`config.mk`:
```
export PLATFORM = sky130hd
export DESIGN_NAME = fetch_stage_flat
export DESIGN_NICKNAME = d
export VERILOG_FILES = /design/src/rtl/fetch_if.sv /design/src/rtl/fetch_stage.sv /design/src/flat_wrapper.sv
export SDC_FILE = /design/constraint.sdc
export NUM_CORES = 1
export LEC_CHECK = 0
export CAP_MARGIN = 20
export CORE_MARGIN = 2
export CORE_UTILIZATION = 30
export DETAILED_ROUTE_END_ITERATION = 16
export SYNTH_ARGS = -nofsm -noshare
export SYNTH_HDL_FRONTEND = slang
export SYNTH_SLANG_ARGS = --single-unit
```
`constraint.sdc`:
```
create_clock -name clk -period 4.6 [get_ports clk]
set_input_delay 0.46 -clock clk [delete_from_list [all_inputs] [get_ports clk]]
set_output_delay 0.46 -clock clk [all_outputs]
set_load 0.01 [all_outputs]
```
`src/rtl/fetch_if.sv`:
```
// fetch_if: imem request/response, redirect and decode handshake bundle for fetch_stage
interface fetch_if #(
  parameter int XLEN = 32
);
  logic            imem_req_valid;
  logic            imem_req_ready;
  logic [XLEN-1:0] imem_addr;
  logic            imem_rsp_valid;
  logic [XLEN-1:0] imem_rsp_data;
  logic            redirect_valid;
  logic [XLEN-1:0] redirect_pc;
  logic            if_valid;
  logic            if_ready;
  logic [XLEN-1:0] if_instr;
  logic [XLEN-1:0] if_pc;
  modport master (
    output imem_req_valid, imem_addr, if_valid, if_instr, if_pc,
    input  imem_req_ready, imem_rsp_valid, imem_rsp_data, redirect_valid, redirect_pc, if_ready
  );
  modport slave (
    input  imem_req_valid, imem_addr, if_valid, if_instr, if_pc,
    output imem_req_ready, imem_rsp_valid, imem_rsp_data, redirect_valid, redirect_pc, if_ready
  );
endinterface

```
`src/rtl/fetch_stage.sv`:
```
// fetch_stage: PC generation, imem request issue and instruction FIFO toward decode
module fetch_stage #(
  parameter int              XLEN     = 32,
  parameter logic [XLEN-1:0] RESET_PC = '0,
  parameter int              DEPTH    = 2
) (
  input logic     clk,
  input logic     reset,
  fetch_if.master bus
);
  localparam int AW = DEPTH > 1 ? $clog2(DEPTH) : 1;
  localparam int CW = $clog2(DEPTH + 1);
  localparam logic [CW:0] CAP = DEPTH[CW:0];
  logic [XLEN-1:0] fetch_pc;
  logic [XLEN-1:0] instr_q [DEPTH];
  logic [XLEN-1:0] pc_q [DEPTH];
  logic [XLEN-1:0] tag_q [DEPTH];
  logic [AW-1:0]   head, tail, tag_head, tag_tail;
  logic [CW-1:0]   count, outstanding, drop, outstanding_next;
  logic [CW:0]     inflight;
  logic            req_fire, push, pop;
  function automatic logic [AW-1:0] inc(input logic [AW-1:0] p);
    return (p == AW'(DEPTH - 1)) ? '0 : p + 1'b1;
  endfunction
  assign inflight              = outstanding + count;
  assign bus.imem_req_valid    = !reset && !bus.redirect_valid && (inflight < CAP);
  assign bus.imem_addr         = fetch_pc;
  assign req_fire              = bus.imem_req_valid && bus.imem_req_ready;
  assign push                  = bus.imem_rsp_valid && drop == '0 && !bus.redirect_valid;
  assign pop                   = bus.if_valid && bus.if_ready && !bus.redirect_valid;
  assign outstanding_next      = outstanding + CW'(req_fire) - CW'(bus.imem_rsp_valid);
  assign bus.if_valid          = count != '0;
  assign bus.if_instr          = bus.if_valid ? instr_q[head] : '0;
  assign bus.if_pc             = bus.if_valid ? pc_q[head] : '0;
  // Control state: PC, counters and pointers; a redirect flushes the FIFO and turns every in-flight request into a drop
  always_ff @(posedge clk) begin
    if (reset) begin
      fetch_pc    <= RESET_PC;
      count       <= '0;
      outstanding <= '0;
      drop        <= '0;
      head        <= '0;
      tail        <= '0;
      tag_head    <= '0;
      tag_tail    <= '0;
    end else begin
      outstanding <= outstanding_next;
      if (req_fire) tag_tail <= inc(tag_tail);
      if (bus.imem_rsp_valid) tag_head <= inc(tag_head);
      if (bus.redirect_valid) begin
        fetch_pc <= bus.redirect_pc & ~XLEN'(3);
        drop     <= outstanding_next;
        count    <= '0;
        head     <= '0;
        tail     <= '0;
      end else begin
        if (req_fire) fetch_pc <= fetch_pc + XLEN'(4);
        if (bus.imem_rsp_valid && drop != '0) drop <= drop - CW'(1);
        if (push) tail <= inc(tail);
        if (pop) head <= inc(head);
        count <= count + CW'(push) - CW'(pop);
      end
    end
  end
  // Storage: PC tags follow issue order so each returning word picks up its own PC
  always_ff @(posedge clk) begin
    if (req_fire) tag_q[tag_tail] <= fetch_pc;
    if (push) begin
      instr_q[tail] <= bus.imem_rsp_data;
      pc_q[tail]    <= tag_q[tag_head];
    end
  end
  // The outstanding cap keeps the FIFO from ever being pushed while full
  always_ff @(posedge clk) begin
    if (!reset) assert (!(push && !pop && {1'b0, count} == CAP));
  end
endmodule

```
`src/flat_wrapper.sv`:
```
// flat-port wrapper written by rule: the top's interface ports become plain ports
module fetch_stage_flat 
#(
  parameter int              XLEN     = 32,
  parameter logic [XLEN-1:0] RESET_PC = '0,
  parameter int              DEPTH    = 2
)
  (clk, reset, bus_imem_req_valid, bus_imem_addr, bus_if_valid, bus_if_instr, bus_if_pc, bus_imem_req_ready, bus_imem_rsp_valid, bus_imem_rsp_data, bus_redirect_valid, bus_redirect_pc, bus_if_ready);
  fetch_if #(.XLEN(XLEN)) bus_i ();
  input logic clk;
  input logic reset;
  output wire logic [$bits(bus_i.imem_req_valid)-1:0] bus_imem_req_valid;
  output wire logic [$bits(bus_i.imem_addr)-1:0] bus_imem_addr;
  output wire logic [$bits(bus_i.if_valid)-1:0] bus_if_valid;
  output wire logic [$bits(bus_i.if_instr)-1:0] bus_if_instr;
  output wire logic [$bits(bus_i.if_pc)-1:0] bus_if_pc;
  input wire logic [$bits(bus_i.imem_req_ready)-1:0] bus_imem_req_ready;
  input wire logic [$bits(bus_i.imem_rsp_valid)-1:0] bus_imem_rsp_valid;
  input wire logic [$bits(bus_i.imem_rsp_data)-1:0] bus_imem_rsp_data;
  input wire logic [$bits(bus_i.redirect_valid)-1:0] bus_redirect_valid;
  input wire logic [$bits(bus_i.redirect_pc)-1:0] bus_redirect_pc;
  input wire logic [$bits(bus_i.if_ready)-1:0] bus_if_ready;
  assign bus_imem_req_valid = bus_i.imem_req_valid;
  assign bus_imem_addr = bus_i.imem_addr;
  assign bus_if_valid = bus_i.if_valid;
  assign bus_if_instr = bus_i.if_instr;
  assign bus_if_pc = bus_i.if_pc;
  assign bus_i.imem_req_ready = bus_imem_req_ready;
  assign bus_i.imem_rsp_valid = bus_imem_rsp_valid;
  assign bus_i.imem_rsp_data = bus_imem_rsp_data;
  assign bus_i.redirect_valid = bus_redirect_valid;
  assign bus_i.redirect_pc = bus_redirect_pc;
  assign bus_i.if_ready = bus_if_ready;
  fetch_stage #(.XLEN(XLEN), .RESET_PC(RESET_PC), .DEPTH(DEPTH)) u_core (.clk(clk), .reset(reset), .bus(bus_i));
endmodule
```
# After elaboration in Yosys (flattened, before gate mapping)

Memory sizes are Yosys's and may differ from the RTL's. A register that Yosys moved wholly into a read port is not among the register bits.
Index checks and enable logic that the tools add are counted.

Bits in registers: 42
RAM bits: 192
Bits of input ports: 70
Logic and storage cells: 60
Memories kept: 3

Memory list:

| name           | words | bits a word | read ports | clocked after Yosys merged registers in | wr ports | RTL line          | text |
|---|---|---|---|---|---|---|---|
| u_core.instr_q | 2     | 32          | 1          | 1                                       | 1        | fetch_stage.sv:15 | `logic [XLEN-1:0] instr_q [DEPTH];` |
| u_core.pc_q    | 2     | 32          | 1          | 1                                       | 1        | fetch_stage.sv:16 | `logic [XLEN-1:0] pc_q [DEPTH];` |
| u_core.tag_q   | 2     | 32          | 1          | 1                                       | 1        | fetch_stage.sv:17 | `logic [XLEN-1:0] tag_q [DEPTH];` |

Add/subtract/negate cells: 11
Order comparisons: 1
Muxes and demuxes: 20
Reductions and logical operators: 16

Operators with widths:

| kind                                                | number |
|---|---|
| two-way mux 32 bit                                  | 4 |
| adder 32 x 3 -> 32 bit (second input constant)      | 1 |
| two-way mux 1 bit                                   | 14 |
| logical AND 1 bit                                   | 8 |
| nonzero test 2 bit                                  | 4 |
| adder 1 bit (second input constant)                 | 4 |
| adder 2 x 1 -> 2 bit                                | 2 |
| two-way mux 2 bit                                   | 2 |
| subtractor 2 x 1 -> 2 bit                           | 2 |
| adder 2 x 2 -> 3 bit                                | 1 |
| < comparator 3 x 2 -> 1 bit (second input constant) | 1 |
| zero test 1 bit                                     | 2 |
| zero test 2 bit                                     | 1 |
| OR reduction 2 bit                                  | 1 |
| subtractor 2 x 1 -> 2 bit (second input constant)   | 1 |

# Longest topological paths before layout

Gate-level depths: netlist (run 1).

Word-level depth: 7
Mapped depth: 9

# Worst setup path after synthesis (run 1)

No wires, ideal clock.

Kind: input to register
Start point: input port bus_redirect_valid
End point: memory u_core.instr_q[0][0], enable pin
Data arrival time: 3313 ps
Data required time: 4118 ps
Slack: 805 ps
Cell stages on the path: 3
Path buffers: 0
Cells stage by stage: clkinv_1 nand3_1 nor2_1

Cells in the longest elaborated chain, start to end: 4

Ends and longest elaborated chain:

| what                                    | RTL line           | text |
|---|---|---|
| start, declared                         | flat_wrapper.sv:20 | `input wire logic [$bits(bus_i.redirect_valid)-1:0] bus_redirect_valid;` |
| zero test 1 bit                         | fetch_stage.sv:29  | `assign push = bus.imem_rsp_valid && drop == '0 && !bus.redirect_valid;` |
| logical AND 1 bit                       | fetch_stage.sv:29  |  |
| two-way mux 1 bit                       | fetch_stage.sv:68  | `if (push) begin` |
| two-way mux 1 bit (not written as such) | fetch_stage.sv:69  | `instr_q[tail] <= bus.imem_rsp_data;` |
| end, declared                           | fetch_stage.sv:15  |  |

No other way between the ends.

==> results of run 1 <==
==> worst max-delay path, delay by kind of cell (launching register included) <==
kind,cells,cell delay [ns]
DFF,1,0.86
and+or+nand+nor,1,0.10
muxes,1,0.13
buffers and inverters,2,1.09
==> synth_stat cells (3+ instances only) <==
library cell	number	area, sq um
a211oi_1	4	30.0
a21oi_1	7	35.0
a311o_1	3	30.0
a311oi_1	8	70.1
a31o_2	3	26.3
a31oi_1	13	81.3
and2_1	6	37.5
and3_1	6	37.5
and4_1	5	43.8
buf_1	3	11.3
buf_4	4	30.0
clkbuf_1	30	113
dfxtp_1	42	841
edfxtp_1	184	5530
ha_1	5	62.6
inv_1	11	41.3
mux2_2	31	349
mux2i_1	62	621
nand2_1	35	131
nand3_1	18	90.1
nand4_1	12	75.1
nor2_1	92	345
nor3_1	10	50.1
nor3b_1	3	22.5
nor4_1	6	37.5
o211ai_1	3	22.5
o21ai_0	4	20.0
o311ai_0	6	52.6
or3_1	6	37.5
or4_1	12	90.1
xnor2_1	7	61.3
xor2_1	5	43.8
==> per-layer routing <==
layer | part of all wire [%] | routed length (um)
met5 | 0 | 0
met4 | 1.8 | 410
met3 | 7.0 | 1610
met2 | 48 | 11000
met1 | 43 | 9830
==> cell families after synthesis <==
kind of cell / count (synthesis) / share of synthesized area, %
flip-flops: 226 / 68.4
other: 1 / 0.0403
AO/OA/AOI/OAI: 66 / 5.29
multiplexers: 93 / 10.4
buffers and inverters: 50 / 2.27
XOR/XNOR: 12 / 1.13
AND/OR/NAND/NOR: 219 / 11.5
adder cells (fa/ha/maj): 6 / 0.888
==> registers in the layout, indices dropped and copies added (netlist names), named ones only <==
register,cells
u_core.tag_head,1
u_core.bus.imem_addr,30
u_core.pc_q,60
u_core.tail,1
u_core.head,1
u_core.count,2
u_core.outstanding,2
u_core.instr_q,64
u_core.tag_q,60
u_core.drop,2
u_core.tag_tail,1
==> through the flow <==
step	instances	setup slack [ns]	util, %
floorplan	676	0.805	-
global placement	1210	1.57	37.3
detailed placement	1211	1.56	37.4
CTS	1253	1.31	39.9
global route	1253	1.15	39.9
finish	1253	1.38	39.9
==> worst max-delay path by stage <==
stage / start / endpoint / slack, ns / cells past startpoint
finish: flip-flop / bus_if_pc[6] / 1.38 / 4
global route: flip-flop / bus_if_pc[7] / 1.15 / 4
CTS: flip-flop / bus_if_pc[9] / 1.31 / 4
detailed placement: bus_redirect_valid / u_core.instr_q[1][2] / 1.56 / 6
global placement: bus_redirect_valid / u_core.instr_q[1][31] / 1.57 / 6
floorplan: bus_redirect_valid / u_core.instr_q[0][0] / 0.81 / 3
==> where the power goes <==
group          switching (mW)  internal [mW]
Clock                   0.751           1.12
Sequential             0.0596           2.30
Combinational           0.208          0.202
Total                    1.02           3.62
==> final cells by class <==
| cell class | instances | area share [%] |
|---|---|---|
| flip-flops and latches | 226 | 52.2 |
| repair buffers | 177 | 14.5 |
| inverters | 12 | 0.369 |
| multi-input cells | 400 | 22.6 |
| well taps | 396 | 4.06 |
| clock inverters | 9 | 0.790 |
| clock buffers | 33 | 5.46 |
==> reports/results.ini, run 1 <==
[detailed_routing]
drtIter0Drc=527
vias=6108
wl_mm=22.8
drt_pass1_iterations=5
viasPerCell=4.87
drtAntennaViolNets=0
drc_errors=0
wl_per_cell_um=18.2

[setup_path]
critPathKind=flip-flop to output pin
reg2reg_depth=9
cpMaxStageDelayCell=dfxtp_4
reg2reg_slack_ns=1.64
crit_path_cell_trace=buf_4, mux2i_1, nor2_1, clkdlybuf4s50_1
required_ns=4.14
path_max_fanout=39
endpoint_kind=output pin
cp-start-kind=flip-flop
cpPeakStageDelay_ns=0.86
r2r-end=u_core.tag_q[0][19]
cp.arrival_ns=2.76
r2r_start=u_core.count[0]

[worst_hold_path]
worstHoldPathCells=2
hp-start=u_core.head
min_path_type=flip-flop to flip-flop

[grt]
grt_pass1_wl_mm=34.4
track_usage_pct=13.6
top_usage_layer=met2
met1_usage_pct=17.9
grt_max_degree=63
overflow=0
grt_pass1_vias=5812
antenna_found_initial=0
grt_use_met2_pct=23.1
use_met3_pct=2.69

[layout]
drive_above_1_share_pct=11.1
layout_commonest_cell=edfxtp_1
fillCellCount=2888
area_growth_pct=31.1
regArea_sq_mm=0.00637
design_area_sq_mm=0.0122
multi_input_area_sq_mm=0.00276
antenna_cells=0
final_cell_mix=edfxtp_1, clkdlybuf4s50_1, nor2_1
nets=918

[timing]
tightest_slew_ns=0.975
hold-worst-slack_ns=0.510
slew_headroom_pct=35.0
drv_slew=0
period_needed_ns=3.22
min_period_over_period_pct=70.0
setup_viol=0
max_freq_mhz=311
fin_skew_ns=0.0127
rsz0062_at_grt=false
final-hold-violation-count=0
setup-tns-final_ns=0

[yosys]
synth_enable_flop_cells=184
ys_ff_latch=226
async_reset_ff_share_pct=0
synth_warnings=0
synth_seq_area_share_pct=68.4
synth-main-ff-cell=edfxtp_1
syn_area_sq_mm=0.00930
syn_inst=673
avgSynthCellArea_sq_um=13.8
synth.distinct_cells=54

[clock_tree]
ctsHtreeMaxLevel=1
cts-root-buf=clkbuf_16
numCtsBuffers=25
clkLatencyLatePin_ns=0.52
cts_resized=0
clk_path_buf_depth=3
cts_hold_buf=0
tritoncts=built
cts.reportedPaths.clkPinSlew_ns=0.06
cts_setup_buffers=0
cts_sinks=226

[placed_design]
gp_congestion=0.827
dp_hpwl_mm=14.9
placed_cell_area_sq_mm=0.0114
portBuffers=161

[die]
io_pins=168
die_area_sq_mm=0.0324
fp.dieW_um=180
core-area_sq_mm=0.0306
die_height_um=180
fp-row-count=64
start_util_pct=30.4

[power]
power_density_mw_per_mm2=381
leakage_nw=3.87
ir_drop_mv=0.228
power.total_mw=4.64

[status]
status=finished clean

[job]
cap_viol_max_count=0

(Power assumes the default switching activity.)
==> run 2: changes to the inputs <==
==> constraint.sdc (replaced) <==
create_clock -name clk -period 3.2 [get_ports clk]
set_input_delay 0.32 -clock clk [delete_from_list [all_inputs] [get_ports clk]]
set_output_delay 0.32 -clock clk [all_outputs]
set_load 0.01 [all_outputs]
==> run 2 against run 1 <==
  * First-iteration DRC count is 5.9% lower
  * Clock power rose by 44%
  * Final area increased by 0.17%
  * Cell count grew 0.48%
  * Die area is the same
  * Flip-flop and latch count is the same
  * Register-to-register slack got worse by 1.1 ns
==> reports/results.ini, run 2 (synthesis gave the netlist of run 1 again) <==
[clock_tree]
ctsHtreeMaxLevel=1  ; unchanged
cts-root-buf=clkbuf_16
cts.reportedPaths.clkPinSlew_ns=0.06  ; about the same
tritoncts=built
cts_sinks=226  ; unchanged
cts_setup_buffers=0  ; unchanged
cts_resized=0  ; unchanged
numCtsBuffers=25  ; unchanged
cts_hold_buf=0  ; unchanged
clk_path_buf_depth=3  ; unchanged
clkLatencyLatePin_ns=0.51  ; about the same

[layout]
regMostFlops=u_core.instr_q
final_cell_mix=edfxtp_1, clkdlybuf4s50_1, nor2_1
instances_no_fill=1259  ; +0.48%
largest_register_ff_count=64  ; unchanged
final_util_pct=39.9  ; +0.070 points
antenna_cells=0  ; unchanged
reg_top3=u_core.instr_q x64, u_core.pc_q x60, u_core.tag_q x60
drive_above_1_share_pct=11.6  ; +0.50 points
area_growth_pct=31.3
nets=921  ; +0.33%
layout_commonest_cell=edfxtp_1

[grt]
grt_pass1_vias=5844  ; +0.55%
track_usage_pct=13.8  ; +0.14 points
antenna_found_initial=0  ; unchanged
grt_pass1_wl_mm=34.9  ; +1.5%
grt_max_degree=63  ; unchanged
overflow=0  ; unchanged

[detailed_routing]
wl_mm=23.0  ; +0.82%
drt_pass1_iterations=5  ; unchanged
drtIter0Drc=496  ; -5.9%
drtAntennaViolNets=0  ; unchanged
vias=6144  ; +0.59%
drc_errors=0  ; unchanged
topRoutingLayerUsed=met4
wl_per_cell_um=18.3  ; +0.34%
wl_met1_mm=9.53  ; -3.0%
met2_length_mm=11.3  ; +2.5%
wl_met3_mm=1.76  ; +9.6%
viasPerCell=4.88  ; +0.11%

[die]
fp.dieW_um=180  ; unchanged
die_height_um=180  ; unchanged
core-area_sq_mm=0.0306  ; unchanged
io_pins=168  ; unchanged
fp-row-count=64  ; unchanged
start_util_pct=30.4  ; unchanged
die_area_sq_mm=0.0324  ; unchanged

[setup_path]
critPathLaunch=u_core.count[0]
r2r_start=u_core.count[0]
cp-start-kind=flip-flop
required_ns=2.88  ; -1.26 ns
cp.arrival_ns=2.41  ; -0.35 ns
path_max_fanout=3  ; -92%
critPathKind=flip-flop to output pin
endpoint_kind=output pin

[placed_design]
gp_congestion=0.803  ; -2.9%
dp_hpwl_mm=15.1  ; +1.4%
portBuffers=161  ; unchanged
placed_cells=1214  ; +0.25%

[power]
power_density_mw_per_mm2=546  ; +43%
leakage_nw=3.87  ; +0.18%
ir_drop_mv=0.323  ; +42%

[timing]
final-hold-violation-count=0  ; unchanged
period_needed_ns=2.73
max_freq_mhz=367
rsz0062_at_grt=false
min_period_over_period_pct=85.2
slew_headroom_pct=34.9  ; -0.12 points
drv_slew=0  ; unchanged
setup-tns-final_ns=0  ; unchanged
fin_skew_ns=0.0125  ; -0.000139 ns
tightest_slew_ns=0.977  ; +0.00181 ns
setup_viol=0  ; unchanged

[job]
cap_viol_max_count=0  ; unchanged

[status]
status=finished clean

[worst_hold_path]
hp-start=bus_imem_rsp_data[29]
min_path_type=input pin to flip-flop

[run 2: cell types whose count changed in the layout (fill, tap and decap cells not counted)]
cell | previous run | this run
clkbuf_8 | 1 | 0
clkinv_1 | 3 | 4
buf_16 | 1 | 0
inv_6 | 1 | 0
buf_12 | 1 | 2
clkinv_2 | 4 | 6
clkinvlp_4 | 0 | 2
buf_4 | 14 | 17
[run 2: through the flow]
step                cell area (sq um)  power, mW  hold WS, ns  worst slack (ns)
floorplan                        9320       3.72        0.419             0.321
global placement                11400       4.04        0.479             0.595
detailed placement              11400       4.05        0.498             0.538
CTS                             12200       6.76        0.367             0.425
global route                    12200       6.94        0.376             0.256
finish                          12200       6.67        0.397             0.474
[run 2: area by class of cell]
class                           count  area [sq um]
Clock buffer                       32           652
Sequential cell                   226          6370
Inverter                           12          45.0
Timing Repair Buffer              180          1780
Fill cell                        2904         18400
Clock inverter                     13           116
Multi-Input combinational cell    400          2760
Tap cell                          396           495
[run 2: final timing paths]
kind                                           endpoint  slack, ns  cells past startpoint
worst min-delay path              u_core.instr_q[0][29]       0.40                      1
worst max-delay path                 bus_imem_req_valid       0.47                      5
worst max register to register  u_core.bus.imem_addr[9]       0.50                      7
worst min register to register              u_core.head       0.51                      2
[run 2: routing by layer]
layer	up-vias	global-route usage, %
met4	0	3.52
met3	30	2.93
met5	-	0
met2	246	23.8
met1	2964	17.5
li1	2904	-
[run 2: worst max-delay path: stages, from the launching register on]
cell	delay [ns]
dfxtp_1	0.38
inv_1	0.07
nor2_1	0.11
fa_1	0.47
nor3_1	0.28
clkdlybuf4s50_1	0.59
[run 2: power by group]
part           internal [mW]  switching (mW)  total, mW
combinational          0.291           0.293      0.584
sequential              3.30          0.0903       3.39
clock                   1.60            1.10       2.69
total                   5.19            1.48       6.67
==> run 3: changes to the inputs <==
--- a/config.mk
+++ b/config.mk
@@ -9,6 +9,7 @@
 export CORE_MARGIN = 2
 export CORE_UTILIZATION = 30
 export DETAILED_ROUTE_END_ITERATION = 16
+export DONT_BUFFER_PORTS = 1
 export SYNTH_ARGS = -nofsm -noshare
 export SYNTH_HDL_FRONTEND = slang
 export SYNTH_SLANG_ARGS = --single-unit
==> run 3 against run 2 <==
  * Clock power rose by 13%
  * Clock skew decreased by 0.0027 ns
  * Die area unchanged
==> reports/results.ini, run 3 (synthesis gave the netlist of run 1 again) <==
[detailed_routing]
vias=5843  ; -4.9%
wl_per_cell_um=20.1  ; +10%
viasPerCell=5.03  ; +3.0%
drtIter0Drc=418  ; -16%
drt_pass1_iterations=5  ; unchanged
wl_mm=23.4  ; +1.5%
drtAntennaViolNets=0  ; unchanged
drc_errors=0  ; unchanged

[timing]
fin_skew_ns=0.00978  ; -0.00274 ns
min_period_over_period_pct=92.2  ; +7.0 points
max_freq_mhz=339  ; -7.6%
drv_slew=0  ; unchanged
setup_viol=0  ; unchanged
slew_headroom_pct=51.0  ; +16 points
rsz0062_at_grt=false
period_needed_ns=2.95  ; +0.225 ns
setup-tns-final_ns=0  ; unchanged
final-hold-violation-count=0  ; unchanged
tightest_slew_ns=0.730  ; -0.247 ns

[power]
internal_power_mw=5.35  ; +3.2%
switching_share_pct=22.4  ; +0.16 points
comb_power_share_pct=6.7  ; -2.0 points
p_seq_share_pct=49.4  ; -1.5 points
power.total_mw=6.90  ; +3.4%
p_clk_share_pct=44.0  ; +3.6 points
p_sw_mw=1.54  ; +4.1%
ir_drop_mv=0.341  ; +5.7%
leakage_nw=3.60  ; -7.0%
power_density_mw_per_mm2=607  ; +11%

[layout]
regMostFlops=u_core.instr_q
drive_above_1_share_pct=13.8  ; +2.3 points
reg_top3=u_core.instr_q x64, u_core.pc_q x60, u_core.tag_q x60
antenna_cells=0  ; unchanged
layout_commonest_cell=edfxtp_1
nets=823  ; -11%
area_growth_pct=22.1
largest_register_ff_count=64  ; unchanged
final_cell_mix=edfxtp_1, nor2_1, dlygate4sd3_1

[setup_path]
cpPeakStageDelay_ns=0.55  ; -0.04 ns
r2r_start=u_core.count[0]
path_max_fanout=21  ; +18
crit_path_cell_trace=inv_1, nor2_1, fa_1, or3b_4, buf_4, nor3_1, a311o_1, a31oi_1, dlygate4sd3_1
required_ns=3.61  ; +0.73 ns
reg2reg_slack_ns=0.25  ; -0.25 ns
r2r-end=u_core.bus.imem_addr[11]
cp-start-kind=flip-flop
cp.arrival_ns=3.36  ; +0.95 ns
cpMaxStageDelayCell=dlygate4sd3_1
endpoint_kind=flip-flop
crit_path_end=u_core.bus.imem_addr[11]
reg2reg_depth=9  ; +2
critPathKind=flip-flop to flip-flop
critPathLaunch=u_core.count[0]

[grt]
grt_pass1_vias=5769  ; -1.3%
grt_pass1_wl_mm=35.5  ; +1.6%
track_usage_pct=14.0  ; +0.27 points
overflow=0  ; unchanged
grt_max_degree=63  ; unchanged
antenna_found_initial=0  ; unchanged

[die]
die_height_um=180  ; unchanged
fp.dieW_um=180  ; unchanged
start_util_pct=30.4  ; unchanged
fp-row-count=64  ; unchanged
die_area_sq_mm=0.0324  ; unchanged
core-area_sq_mm=0.0306  ; unchanged
io_pins=168  ; unchanged

[clock_tree]
ctsHtreeMaxLevel=1  ; unchanged
cts-root-buf=clkbuf_16
numCtsBuffers=26  ; +4.0%
clkLatencyLatePin_ns=0.53  ; +0.02 ns
cts_setup_buffers=0  ; unchanged
tritoncts=built
cts.reportedPaths.clkPinSlew_ns=0.06  ; about the same
cts_sinks=226  ; unchanged
cts_resized=0  ; unchanged
clk_path_buf_depth=3  ; unchanged

[worst_hold_path]
min_path_type=input pin to flip-flop

[placed_design]
portBuffers=0  ; -100%
gp_congestion=0.793  ; -1.3%
dp_hpwl_mm=14.8  ; -1.8%

[job]
cap_viol_max_count=0  ; unchanged

[status]
status=finished clean

[run 3: changes by cell type in the layout (fill, tap and decap cells not counted), moves of 2 or more]
cell             previous run  this run
clkbuf_1                    7         1
dlygate4sd3_1               0        63
clkdlybuf4s50_1           161         0
buf_4                      17        15
bufinv_16                   2         4
clkbuf_16                  25        27
[run 3: timing repair]
item,in CTS,in global routing
hold buffers,64,0
hold endpoints to repair,98,0
setup endpoints to repair,0,0
[run 3: final cells by class]
type / count / area, sq um
Clock buffer: 28 / 679
Timing Repair Buffer: 81 / 803
Sequential cell: 226 / 6370
Clock inverter: 19 / 208
Tap cell: 396 / 495
Fill cell: 2906 / 19200
Multi-Input combinational cell: 400 / 2760
Inverter: 12 / 45.0
[run 3: per-stage QoR]
step,worst slack [ns],std cells,hold WS (ns),util [%],instance area [sq um]
2_1_floorplan,0.321,676,0.419,-,9320
3_3_place_gp,0.603,1051,0.397,32.1,9820
3_5_place_dp,0.560,1051,0.400,32.1,9820
4_1_cts,0.271,1162,0.00348,37.1,11400
5_1_grt,0.103,1162,0.0233,37.1,11400
6_report,0.248,1162,0.0339,37.1,11400
[run 3: worst min path at each step]
stage	startpoint	to	cells past startpoint
finish	bus_redirect_pc[23]	u_core.bus.imem_addr[23]	2
global route	bus_redirect_pc[23]	u_core.bus.imem_addr[23]	2
CTS	bus_redirect_valid	u_core.bus.imem_addr[4]	2
detailed placement	reset	u_core.bus.imem_addr[22]	1
global placement	reset	u_core.bus.imem_addr[22]	1
floorplan	bus_imem_rsp_data[0]	u_core.instr_q[0][0]	0
[run 3: power by group through the flow]
stage / combinational (mW) / clock, mW / sequential (mW)
floorplan: 0.286 / 0 / 3.43
global placement: 0.374 / 0 / 3.47
detailed placement: 0.379 / 0 / 3.47
CTS: 0.467 / 3.12 / 3.41
global route: 0.506 / 3.23 / 3.42
finish: 0.460 / 3.03 / 3.41
[run 3: critical path: cells and delay by family (launching register included)]
| kind | cells | cell delay [ns] |
|---|---|---|
| fa+ha+maj | 1 | 0.47 |
| simple gates | 3 | 0.85 |
| compound gates | 2 | 0.29 |
| buf+inv | 3 | 0.86 |
| flops | 1 | 0.37 |
[run 3: routing by layer]
layer,vias to the layer above,share of wire [%],GRT usage [%]
met1,2871,41,17.6
met4,0,2.2,4.16
li1,2708,-,-
met5,-,0,0
met3,35,8.7,4.24
met2,229,48,23.4
